### config.mk
export PLATFORM = sky130hd
export DESIGN_NAME = dffram_port_arbiter
export DESIGN_NICKNAME = d
export VERILOG_FILES = /design/src/rtl/dffram_port_arbiter.sv
export SDC_FILE = /design/constraint.sdc
export NUM_CORES = 1
export LEC_CHECK = 0
export CAP_MARGIN = 20
export CORE_MARGIN = 8
export CORE_UTILIZATION = 30
export CTS_CLUSTER_DIAMETER = 40
export DETAILED_ROUTE_END_ITERATION = 10
export PLACE_DENSITY_LB_ADDON = 0.3
export SYNTH_ARGS = -nofsm -noshare
export SYNTH_HDL_FRONTEND = slang
export SYNTH_SLANG_ARGS = --single-unit
### constraint.sdc
create_clock -name core_clk -period 2 [get_ports core_clk]
set_input_delay 0.4 -clock core_clk [delete_from_list [all_inputs] [get_ports core_clk]]
set_output_delay 0.4 -clock core_clk [all_outputs]
set_load 0.03 [all_outputs]
### src/rtl/dffram_port_arbiter.sv
// DFFRAM port arbiter: shares the single-port DFFRAM between the management
// Wishbone bus and the housekeeping read-only port with round-robin fairness.
module dffram_port_arbiter #(
  parameter int AW = 8
) (
  input  logic          core_clk,
  input  logic          core_rst,
  input  logic          wb_cyc_i,
  input  logic          wb_stb_i,
  input  logic          wb_we_i,
  input  logic [3:0]    wb_sel_i,
  input  logic [31:0]   wb_adr_i,
  input  logic [31:0]   wb_dat_i,
  output logic          wb_ack_o,
  output logic [31:0]   wb_dat_o,
  input  logic          ro_req_i,
  input  logic [AW-1:0] ro_addr_i,
  output logic          ro_ack_o,
  output logic [31:0]   ro_data_o,
  output logic          mgmt_soc_dff_EN,
  output logic [3:0]    mgmt_soc_dff_WE,
  output logic [AW-1:0] mgmt_soc_dff_A,
  output logic [31:0]   mgmt_soc_dff_Di,
  input  logic [31:0]   mgmt_soc_dff_Do
);

  typedef enum logic [1:0] {
    IDLE,
    WB_ACK,
    RO_ACK
  } state_t;

  state_t        state, state_nx;
  logic          ro_pend, ro_pend_nx;
  logic [AW-1:0] ro_addr, ro_addr_nx;
  logic          last_ro, last_ro_nx;
  logic          wb_rd, wb_rd_nx;
  logic          wb_req;
  logic          grant_wb;
  logic          grant_ro;
  logic          idle;

  // Byte-offset and upper address bits are decoded upstream.
  logic unused_adr;
  assign unused_adr = ^{wb_adr_i[31:AW+2], wb_adr_i[1:0]};

  assign idle     = (state == IDLE) & ~core_rst;
  assign wb_ack_o = (state == WB_ACK) & wb_cyc_i & ~core_rst;
  assign ro_ack_o = (state == RO_ACK) & ~core_rst;
  assign wb_dat_o = (wb_ack_o & wb_rd) ? mgmt_soc_dff_Do : 32'h0;

  assign wb_req   = wb_cyc_i & wb_stb_i & ~wb_ack_o;
  // On contention the side that lost the previous grant wins.
  assign grant_wb = idle & wb_req & (~ro_pend | last_ro);
  assign grant_ro = idle & ro_pend & ~grant_wb;

  always_comb begin
    state_nx        = state;
    ro_pend_nx      = ro_pend;
    ro_addr_nx      = ro_addr;
    last_ro_nx      = last_ro;
    wb_rd_nx        = wb_rd;
    mgmt_soc_dff_EN = 1'b0;
    mgmt_soc_dff_WE = 4'h0;
    mgmt_soc_dff_A  = '0;
    mgmt_soc_dff_Di = 32'h0;
    unique case (state)
      IDLE: begin
        if (grant_wb) begin
          mgmt_soc_dff_EN = 1'b1;
          mgmt_soc_dff_WE = wb_we_i ? wb_sel_i : 4'h0;
          mgmt_soc_dff_A  = wb_adr_i[AW+1:2];
          mgmt_soc_dff_Di = wb_dat_i;
          wb_rd_nx        = ~wb_we_i;
          last_ro_nx      = 1'b0;
          state_nx        = WB_ACK;
        end else if (grant_ro) begin
          mgmt_soc_dff_EN = 1'b1;
          mgmt_soc_dff_A  = ro_addr;
          ro_pend_nx      = 1'b0;
          last_ro_nx      = 1'b1;
          state_nx        = RO_ACK;
        end
      end
      WB_ACK:  state_nx = IDLE;
      RO_ACK:  state_nx = IDLE;
      default: state_nx = IDLE;
    endcase
    // A fresh request outranks the clear from a grant in the same cycle.
    if (ro_req_i) begin
      ro_pend_nx = 1'b1;
      ro_addr_nx = ro_addr_i;
    end
  end

  always_ff @(posedge core_clk) begin
    if (core_rst) begin
      state     <= IDLE;
      ro_pend   <= 1'b0;
      ro_addr   <= '0;
      last_ro   <= 1'b1;
      wb_rd     <= 1'b0;
      ro_data_o <= 32'h0;
    end else begin
      state   <= state_nx;
      ro_pend <= ro_pend_nx;
      ro_addr <= ro_addr_nx;
      last_ro <= last_ro_nx;
      wb_rd   <= wb_rd_nx;
      if (state == RO_ACK)
        ro_data_o <= mgmt_soc_dff_Do;
    end
  end

endmodule

# [Word-level counts from Yosys, hierarchy flattened]
# Index checks and enable logic that the tools add are counted.
[totals] reg_bits=45 input_bits=114
[classes] n_eq_ne=3 n_mux=20 n_bitwise=18 n_reduce_logical=9
[op_table] op="2-to-1 mux 32 bit" n=3
[op_table] op="2-to-1 mux 8 bit" n=3
[op_table] op="2-to-1 mux 4 bit" n=3
[op_table] op="bitwise AND 1 bit" n=11
[op_table] op="2-to-1 mux 1 bit" n=11
[op_table] op="inverter 1 bit" n=6
[op_table] op="nonzero test 2 bit" n=3
[op_table] op="AND reduction 2 bit" n=2
[op_table] op="AND reduction 3 bit" n=1
[op_table] op="OR reduction 3 bit" n=1
[op_table] op="equality test 2 x 1 -> 1 bit (second input constant)" n=1
[op_table] op="equality test 2 bit (second input constant)" n=1
[op_table] op="logical NOT 2 bit" n=1
[op_table] op="inequality test 2 bit (second input constant)" n=1
[op_table] op="OR reduction 2 bit" n=1
[op_table] op="bitwise OR 1 bit" n=1

# [Longest topological paths before layout]
# Gate-level depths: netlist of the first run.
[logic_depth] word_depth=13 ltp_mapped=6

# [Least setup slack after synthesis of the first run]
# No wires, ideal clock.
[synth_path] path_kind="input to output" from="input port core_rst" to="output port mgmt_soc_dff_Di[13]" arrival_time_ps=1494 t_required_ps=1600 setup_slack_ps=106 path_stages=5 path_buffers=2 cell_sequence="or3_4 -> nor3_4 -> buf_4 -> buf_6 -> and2_1"
[synth_via] elab_chain_len=8 word_cells_on_any_way=9 cone_classes="mux (2); bitwise (7)"
[synth_rtl] element="from (decl)" line="7" rtl="input logic core_rst,"
[synth_rtl] element="inverter 1 bit *" line="47, 48"
[synth_rtl] element="bitwise AND 1 bit" line="48" rtl="assign wb_ack_o = (state == WB_ACK) & wb_cyc_i & ~core_rst;"
[synth_rtl] element="inverter 1 bit" line="52" rtl="assign wb_req = wb_cyc_i & wb_stb_i & ~wb_ack_o;"
[synth_rtl] element="bitwise AND 1 bit" line="52"
[synth_rtl] element="bitwise AND 1 bit * (2 in a row)" line="54" rtl="assign grant_wb = idle & wb_req & (~ro_pend | last_ro);"
[synth_rtl] element="2-to-1 mux 32 bit *" line="69" rtl="if (grant_wb) begin"
[synth_rtl] element="2-to-1 mux 32 bit *" line="67" rtl="unique case (state)"
[synth_rtl] element="to (decl)" line="23" rtl="output logic [31:0] mgmt_soc_dff_Di,"
# Every way passes the cells marked *; elsewhere a longest branch is shown, timed or not.

# [Worst setup path after layout of the first run]
[layout_path] from="register state[0]" to="output port mgmt_soc_dff_WE[3]"
[layout_via] elab_chain_len=9 word_cells_on_any_way=11 cone_classes="eq/ne (1); mux (2); bitwise (7); reduce/logical (1)"
[layout_rtl] element="from (decl)" line="33" rtl="state_t state, state_nx;"
[layout_rtl] element="from (signal assigned)" line="105" rtl="state <= state_nx;"
[layout_rtl] element="equality test 2 x 1 -> 1 bit" line="48"
[layout_rtl] element="bitwise AND 1 bit (2 in a row)" line="48"
[layout_rtl] element="inverter 1 bit" line="52"
[layout_rtl] element="bitwise AND 1 bit" line="52"
[layout_rtl] element="bitwise AND 1 bit (2 in a row)" line="54"
[layout_rtl] element="2-to-1 mux 4 bit" line="69"
[layout_rtl] element="2-to-1 mux 4 bit *" line="67"
[layout_rtl] element="to (decl)" line="21" rtl="output logic [3:0] mgmt_soc_dff_WE,"
# Marks and branches as above.

==> results of run 1 <==
[state kept, by name, indices dropped and copies added, names as in the netlist]
signal	count
last_ro	1
wb_rd	1
ro_pend	1
state	2
ro_data_o	32
ro_addr	8
[per-stage QoR]
| step | hold slack (ns) | std cells | total power, µW | setup slack (ns) |
|---|---|---|---|---|
| finish | 0.455 | 600 | 2210 | -0.153 |
| global placement | 0.441 | 588 | 1530 | -0.161 |
| floorplan | 0.455 | 298 | 1210 | 0.106 |
| detailed placement | 0.448 | 588 | 1540 | -0.184 |
| CTS | 0.459 | 599 | 2230 | -0.179 |
| global route | 0.475 | 600 | 2310 | -0.222 |
[cells in the final DEF (no fill, tap or decap), types with 2 or more instances in the layout]
master / Yosys / routed
a211oi_1: 2 / 2
a21oi_1: 41 / 41
and2_1: 64 / 18
and2_4: 0 / 46
and3_4: 0 / 4
buf_12: 0 / 2
buf_4: 1 / 25
buf_6: 1 / 72
clkbuf_16: 0 / 2
clkbuf_8: 0 / 5
clkdlybuf4s50_1: 0 / 118
dfxtp_1: 45 / 43
dfxtp_2: 0 / 2
mux2i_1: 8 / 8
nand2_1: 65 / 64
nand4_1: 8 / 8
nor2_1: 13 / 12
nor3_1: 2 / 2
o211ai_1: 8 / 8
[layer usage]
layer | global-route usage | part of all wire
met1 | 0.177 | 0.36
met2 | 0.341 | 0.55
met3 | 0.0513 | 0.071
met4 | 0.0316 | 0.015
met5 | 0 | 0
[cell type report]
cell class / instances / area (µm²)
Clock inverter: 2 / 35.0
Sequential cell: 45 / 903
Fill cell: 575 / 2400
Tap cell: 99 / 124
Timing Repair Buffer: 223 / 2320
Multi-Input combinational cell: 226 / 1390
Clock buffer: 5 / 68.8
[logic make-up (layout without fill, tap and decap cells)]
group,count (synthesis),after routing,share of synthesized area
mux,8,8,0.0356
flops,45,45,0.400
compound gates,54,54,0.137
buf+inv,27,230,0.0517
simple gates,164,164,0.376
[where the power goes]
group | internal [µW] | total (µW) | switching, µW
clock | 363 | 647 | 284
sequential | 933 | 955 | 21.7
combinational | 322 | 607 | 285
[path summary, 6_finish.rpt]
path         slack, ns           from            endpoint  cells past startpoint
min               0.45  ro_data_o[12]       ro_data_o[12]                      2
max reg2reg       0.54       state[0]               wb_rd                      5
max              -0.15       state[0]  mgmt_soc_dff_WE[3]                      5
min reg2reg       0.45  ro_data_o[12]       ro_data_o[12]                      2
[worst max-delay path, delay by kind of cell, from the launching register on]
kind	cells	cell delay (ns)
buf+inv	2	0.33
flops	1	0.32
simple gates	3	0.82
[what timing repair did]
action	CTS	global route
pin swaps	4	13
resized for setup	73	63
setup endpoints to repair	76	76
setup buffers	2	1
cloned	2	2
==> metrics.txt, run 1 <==
Die X-Extent=103 µm; pwr/cell area=456 nW/µm²; Post-synth EDFFs=0; area delta synth->final=115%; Syn Nets=412; CTS tree=done; Worst Path Arrival=1.75 ns; Synth Warn #=0; Tot GR Track Use=0.174; antenna violations before repair=0; max-slew violation count=0; Area contributors post-synth=dfxtp_1 (40%), and2_1 (18%), nand2_1 (11%); I/O pin total=225; post-DP HPWL=7110 µm; worst-path maximum fanout=19; Vias=2814; max_slew headroom=0.616; most frequent CP cell=buf_6; Vias per Instance=4.69; maximum vdd ir drop=310 µV; drt first pass iters=4; setup TNS=-4.43 ns; Async S/R FF share, synth=0; DRC=0; Slowest cell on crit path=or3_4; outcome=finished with violations; initial drt markers=65; count leader, synth=nand2_1; type of the tightest min-delay check=reg -> reg; MaxCap Viol Count=0; worst-case clock buffer depth=2; pin count of the biggest net entering global routing=33; area leader, netlist=dfxtp_1; area of the die=10500 µm²; main flop type after synthesis=dfxtp_1; Setup WS post-layout=-0.153 ns; CTS H-tree lvls=2; CP peak stage delay=0.39 ns; Routed WL=10500 µm; Die H=103 µm; most common library cells after synthesis=nand2_1 (65), and2_1 (64), dfxtp_1 (45); TritonCTS Buffers=5; Nets=615; post-synth top area share=0.400; crit share post-route=1.08; final setup vio count=37; worst skew pair latency=0.28 ns; clk sinks=45; Tmin final=2.15 ns; Clk pin slew, worst setup/hold paths=0.08 ns; Synth cell types=24; port bufs=200; Final Core Density=0.668; global-route wire length before repair=14500 µm; Placed Area=4230 µm²; antenna-violating nets left=0; number of diodes=0; skew final=0.00272 ns; Worst Max-Slew Pin Slew=0.574 ns; Seq cells post-synth=45; core area=7250 µm²; Seq/Total Area, Yosys=0.400; Rows=31; violated checks=negative setup slack; Cell Area, Synth=2250 µm²; wire length per cell=17.4 µm; fmax=0.465 GHz; layout cells sized above 1=0.339; LEAKAGE=0.00200 µW; CP endpoint kind=output port; critical path class=reg -> out; global route overflow=0; Startpoint Class=flop; Post-Syn Area per Cell=7.55 µm²; Critical Path, Cell by Cell=or3_4 > nor3_4 > buf_6 > and3_4 > buf_6; Hold Vio Cnt, Final=0; # hold bufs at CTS=0; worst path required time=1.60 ns; Final Cell Area=4850 µm²; GPL Wtd Cong=0.805; root buf cell=clkbuf_8; Initial Util=0.310; vias in the first global route=2772; RSZ-0062 raised after global routing=yes; post-synthesis cell count=298
No activity file was read; power rests on OpenSTA's default activity.
==> run 2, diff against run 1 <==
--- a/config.mk
+++ b/config.mk
@@ -8,7 +8,6 @@
 export CAP_MARGIN = 20
 export CORE_MARGIN = 8
 export CORE_UTILIZATION = 30
-export CTS_CLUSTER_DIAMETER = 40
 export DETAILED_ROUTE_END_ITERATION = 10
 export PLACE_DENSITY_LB_ADDON = 0.3
 export SYNTH_ARGS = -nofsm -noshare
==> constraint.sdc (replaced) <==
create_clock -name core_clk -period 2 [get_ports core_clk]
set_input_delay 0.3 -clock core_clk [delete_from_list [all_inputs] [get_ports core_clk]]
set_output_delay 0.3 -clock core_clk [all_outputs]
set_load 0.03 [all_outputs]
==> run 2 against run 1 <==
The run still ends with negative setup slack left. Critical path type unchanged. Sequential share of layout area up 1.0 points. Register-to-register slack worse by 0.04 ns. Highest routed layer unchanged. Power hardly changed. Non-clock buffer count decreased by 2. Worst setup slack better by 0.10 ns. Worst hold slack worse by 0.098 ns. Clock-buffer cell count unchanged. First-iteration DRC count is 6.2% lower. Global-route usage hardly changed. Final cell count is 0.33% lower. Design area is 4.8% lower.
==> metrics.txt, run 2 (synthesis gave the netlist of run 1 again) <==
vias in the first global route=2775; drt first pass iters=4; Tmin final=2.05 ns; Routed WL=9870 µm; fmax=0.488 GHz; type of the tightest min-delay check=in -> reg; area of the multi-input gates=1310 µm²; CP endpoint kind=output port; initial drt markers=61; Startpoint Class=flop; most frequent cells in the layout=clkdlybuf4s50_1 (121), nand2_1 (64), buf_4 (57), and2_1 (44), dfxtp_1 (43); skew final=0.00477 ns; Fill cells=606; worst skew pair latency=0.29 ns; crit share post-route=1.02; Vias=2788; area of the die=10500 µm²; Vias per Instance=4.66; Clk pin slew, worst setup/hold paths=0.08 ns; pin count of the biggest net entering global routing=33; DRC=0; setup TNS=-0.761 ns; maximum vdd ir drop=331 µV; global route overflow=0; max-slew violation count=0; Worst Path Arrival=1.75 ns; Worst Max-Slew Pin Slew=0.571 ns; violated checks=negative setup slack; area delta synth->final=105%; TritonCTS Buffers=5; Largest regs=ro_data_o: 32 flops, ro_addr: 8 flops, state: 2 flops; Biggest register=ro_data_o; Initial Util=0.310; Fin Hold WS=0.357 ns; pwr/cell area=479 nW/µm²; most common cell after layout, fill and taps aside=clkdlybuf4s50_1; I/O pin total=225; Place WS=-0.0367 ns; Rows=31; layout cells sized above 1=0.275; antenna violations before repair=0; max_slew headroom=0.618; clk sinks=45; final setup vio count=22; Die H=103 µm; # hold bufs at CTS=0; total power=2210 µW; CTS tree=done; global-route wire length before repair=14400 µm; MaxCap Viol Count=0; Setup WS post-layout=-0.0479 ns; antenna-violating nets left=0; Reg area=906 µm²; root buf cell=clkbuf_8; post-DP HPWL=7270 µm; worst path required time=1.70 ns; max reg flops=32; LEAKAGE=0.00192 µW; outcome=finished with violations; worst-path maximum fanout=19; port bufs=200; CTS H-tree lvls=2; Hold Vio Cnt, Final=0; GPL Wtd Cong=0.800; worst-case clock buffer depth=2; Nets=613; RSZ-0062 raised after global routing=yes; wire length per cell=16.5 µm; R2R setup slack=0.50 ns; Die X-Extent=103 µm; number of diodes=0; Tot GR Track Use=0.174; critical path class=reg -> out; core area=7250 µm²
run 2: cell types whose count changed in the layout (fill, tap and decap cells not counted), moves of 2 or more:
| cell | delta |
|---|---|
| and2_4 | -26 |
| buf_6 | -34 |
| and2_1 | +26 |
| and3_4 | -2 |
| and3_1 | +2 |
| buf_4 | +32 |
| clkdlybuf4s50_1 | +3 |
run 2: critical path, cell delays in order (launching register included):
cell,delay [ns]
dfxtp_4,0.35
or3_4,0.40
nor3_4,0.16
buf_6,0.20
and3_1,0.22
buf_6,0.14
run 2: stage by stage:
step / utilization / instances / area [µm²]
final: 0.636 / 598 / 4610
after global routing: 0.636 / 598 / 4610
after CTS: 0.631 / 598 / 4580
after detailed placement: 0.579 / 585 / 4200
after global placement: 0.579 / 585 / 4200
after floorplan: - / 298 / 2250
run 2: final timing paths:
| kind | from | end | cells after the start |
|---|---|---|---|
| max | state[1] | mgmt_soc_dff_WE[2] | 5 |
| max reg2reg | state[1] | wb_rd | 6 |
| min | core_rst | last_ro | 3 |
| min reg2reg | ro_data_o[2] | ro_data_o[2] | 2 |
run 2: metal layers:
| layer | GRT usage | routed length, µm | share of wire | up-vias |
|---|---|---|---|---|
| met5 | 0 | 0 | 0 | - |
| met4 | 0.0418 | 97 | 0.0098 | 0 |
| met1 | 0.182 | 3620 | 0.37 | 1288 |
| met3 | 0.0439 | 738 | 0.075 | 8 |
| li1 | - | - | - | 1385 |
| met2 | 0.334 | 5420 | 0.55 | 107 |
run 2: repair_timing:
item	in CTS	in global routing
pin swaps	2	3
cloned	2	1
setup buffers	4	0
endpoints found under the setup margin	36	70
resized for setup	59	11
run 2: report_power, final:
part	internal (µW)	switching (µW)
Clock	363	287
Sequential	932	22.0
Combinational	326	279
run 2: layout make-up:
cell class,instances,area share
clock inverter,2,0.00759
timing repair buffer,221,0.471
sequential,45,0.196
multi-input combinational,226,0.284
tap,99,0.0268
clock buffer,5,0.0149
==> run 3, diff against run 2 <==
--- a/config.mk
+++ b/config.mk
@@ -6,10 +6,11 @@
 export NUM_CORES = 1
 export LEC_CHECK = 0
 export CAP_MARGIN = 20
-export CORE_MARGIN = 8
+export CORE_MARGIN = 3
 export CORE_UTILIZATION = 30
 export DETAILED_ROUTE_END_ITERATION = 10
 export PLACE_DENSITY_LB_ADDON = 0.3
+export SLEW_MARGIN = 20
 export SYNTH_ARGS = -nofsm -noshare
 export SYNTH_HDL_FRONTEND = slang
 export SYNTH_SLANG_ARGS = --single-unit
==> run 3 against run 2 <==
The flow still finishes with violations (negative setup slack). Sequential cell count did not move. Non-clock buffer count fell by 1. Sequential power barely moved. Clock skew rose by 0.0022 ns. Utilization rose by 2.4 points. Routed wire length fell by 8.3%. Clock-buffer cell count did not move. Combinational power barely moved. Critical endpoint is now mgmt_soc_dff_WE[1]. Largest cell class unchanged. Largest power group unchanged.
==> metrics.txt, run 3 (synthesis gave the netlist of run 1 again) <==
outcome=finished with violations; violated checks=negative setup slack; area of the die=8580 µm²; Fin Hold WS=0.457 ns; maximum vdd ir drop=310 µV; global-route wire length before repair=13400 µm; max_slew headroom=0.620; worst-case clock buffer depth=2; clk sinks=45; r2r endpoint=ro_pend; TritonCTS Buffers=5; RSZ-0062 raised after global routing=yes; pwr/cell area=463 nW/µm²; drt first pass iters=4; max-slew violation count=0; number of diodes=0; Die H=92.6 µm; crit share post-route=1.02; Biggest register=ro_data_o; critical path class=reg -> out; Worst Path Arrival=1.73 ns; I/O pin total=225; CTS tree=done; worst path required time=1.70 ns; vias in the first global route=2614; Place WS=-0.0191 ns; most common cell after layout, fill and taps aside=clkdlybuf4s50_1; Nets=612; antenna-violating nets left=0; type of the tightest min-delay check=reg -> reg; DRC=0; R2R setup slack=0.69 ns; Tot GR Track Use=0.192; wire length per cell=15.2 µm; Largest regs=ro_data_o: 32 flops, ro_addr: 8 flops, state: 2 flops; RR Startpoint=state[0]; Vias per Instance=4.66; CTS H-tree lvls=2; max reg flops=32; post-DP HPWL=6260 µm; skew final=0.00701 ns; Rows=30; Clk pin slew, worst setup/hold paths=0.09 ns; GPL Wtd Cong=0.776; root buf cell=clkbuf_8; most frequent cells in the layout=clkdlybuf4s50_1 (119), nand2_1 (64), buf_4 (55), dfxtp_1 (43), and2_1 (42); Routed WL=9050 µm; port bufs=200; Die X-Extent=92.6 µm; global route overflow=0; CP endpoint=mgmt_soc_dff_WE[1]; Tmin final=2.03 ns; R2R cell count=4; initial drt markers=69; pin count of the biggest net entering global routing=33; Vias=2775; Startpoint Class=flop; CP endpoint kind=output port; Worst setup startpoint=state[0]; core area=7020 µm²; MaxCap Viol Count=0; # hold bufs at CTS=0; Hold Vio Cnt, Final=0; antenna violations before repair=0; final setup vio count=17; layout cells sized above 1=0.281; Worst Max-Slew Pin Slew=0.569 ns; Initial Util=0.321; worst skew pair latency=0.30 ns; worst-path maximum fanout=9; area delta synth->final=106%; fmax=0.492 GHz; Setup WS post-layout=-0.0332 ns; LEAKAGE=0.00193 µW
run 3: cell type report:
class	count	area, µm²
fillers	603	2380
multi-input cells	226	1320
clock buffers	5	68.8
well taps	96	120
clock inverters	3	25.0
flip-flops and latches	45	903
repair buffers	220	2200
run 3: critical path: stages, from the launching register on:
cell and delay [ns]:
dfxtp_1 0.32, or3_4 0.38, nor3_4 0.16, buf_12 0.16, buf_12 0.12, and3_4 0.18
buf_6 0.12
run 3: metrics by stage:
stage	utilization	setup TNS [ns]	instance area, µm²	instances	power (µW)
2_1_floorplan	-	0	2250	298	1210
3_3_place_gp	0.597	0	4190	581	1520
3_5_place_dp	0.597	-0.0279	4190	581	1530
4_1_cts	0.646	-3.05	4530	593	2150
5_1_grt	0.661	-1.94	4640	595	2250
6_report	0.661	-0.355	4640	595	2150
run 3: report_power, final:
group / total (µW) / switching [µW] / leakage (µW) / internal (µW)
Sequential: 956 / 22.3 / 0.000367 / 934
Clock: 582 / 329 / 0.0000447 / 252
Combinational: 608 / 277 / 0.00152 / 331
run 3: timing repair:
action                     in CTS  in global routing
setup endpoints to repair      45                 49
pin swaps                       2                  2
setup buffers                   2                  0
cloned                          2                  2
gates resized for setup        52                 19
run 3: worst min path at each step:
stage | startpoint | to | slack, ns | depth (start not counted)
after floorplan | wb_we_i | wb_rd | 0.40 | 1
after global placement | ro_data_o[0] | ro_data_o[0] | 0.44 | 2
after detailed placement | ro_data_o[11] | ro_data_o[11] | 0.45 | 2
after CTS | ro_data_o[11] | ro_data_o[11] | 0.46 | 2
after global routing | ro_data_o[27] | ro_data_o[27] | 0.48 | 2
final | ro_data_o[17] | ro_data_o[17] | 0.46 | 2
run 3: routing by layer:
| metal | track usage | up-vias | share of wire |
|---|---|---|---|
| met2 | 0.355 | 109 | 0.54 |
| li1 | - | 1384 | - |
| met3 | 0.0569 | 13 | 0.075 |
| met4 | 0.0525 | 0 | 0.017 |
| met5 | 0 | - | 0 |
| met1 | 0.213 | 1269 | 0.37 |
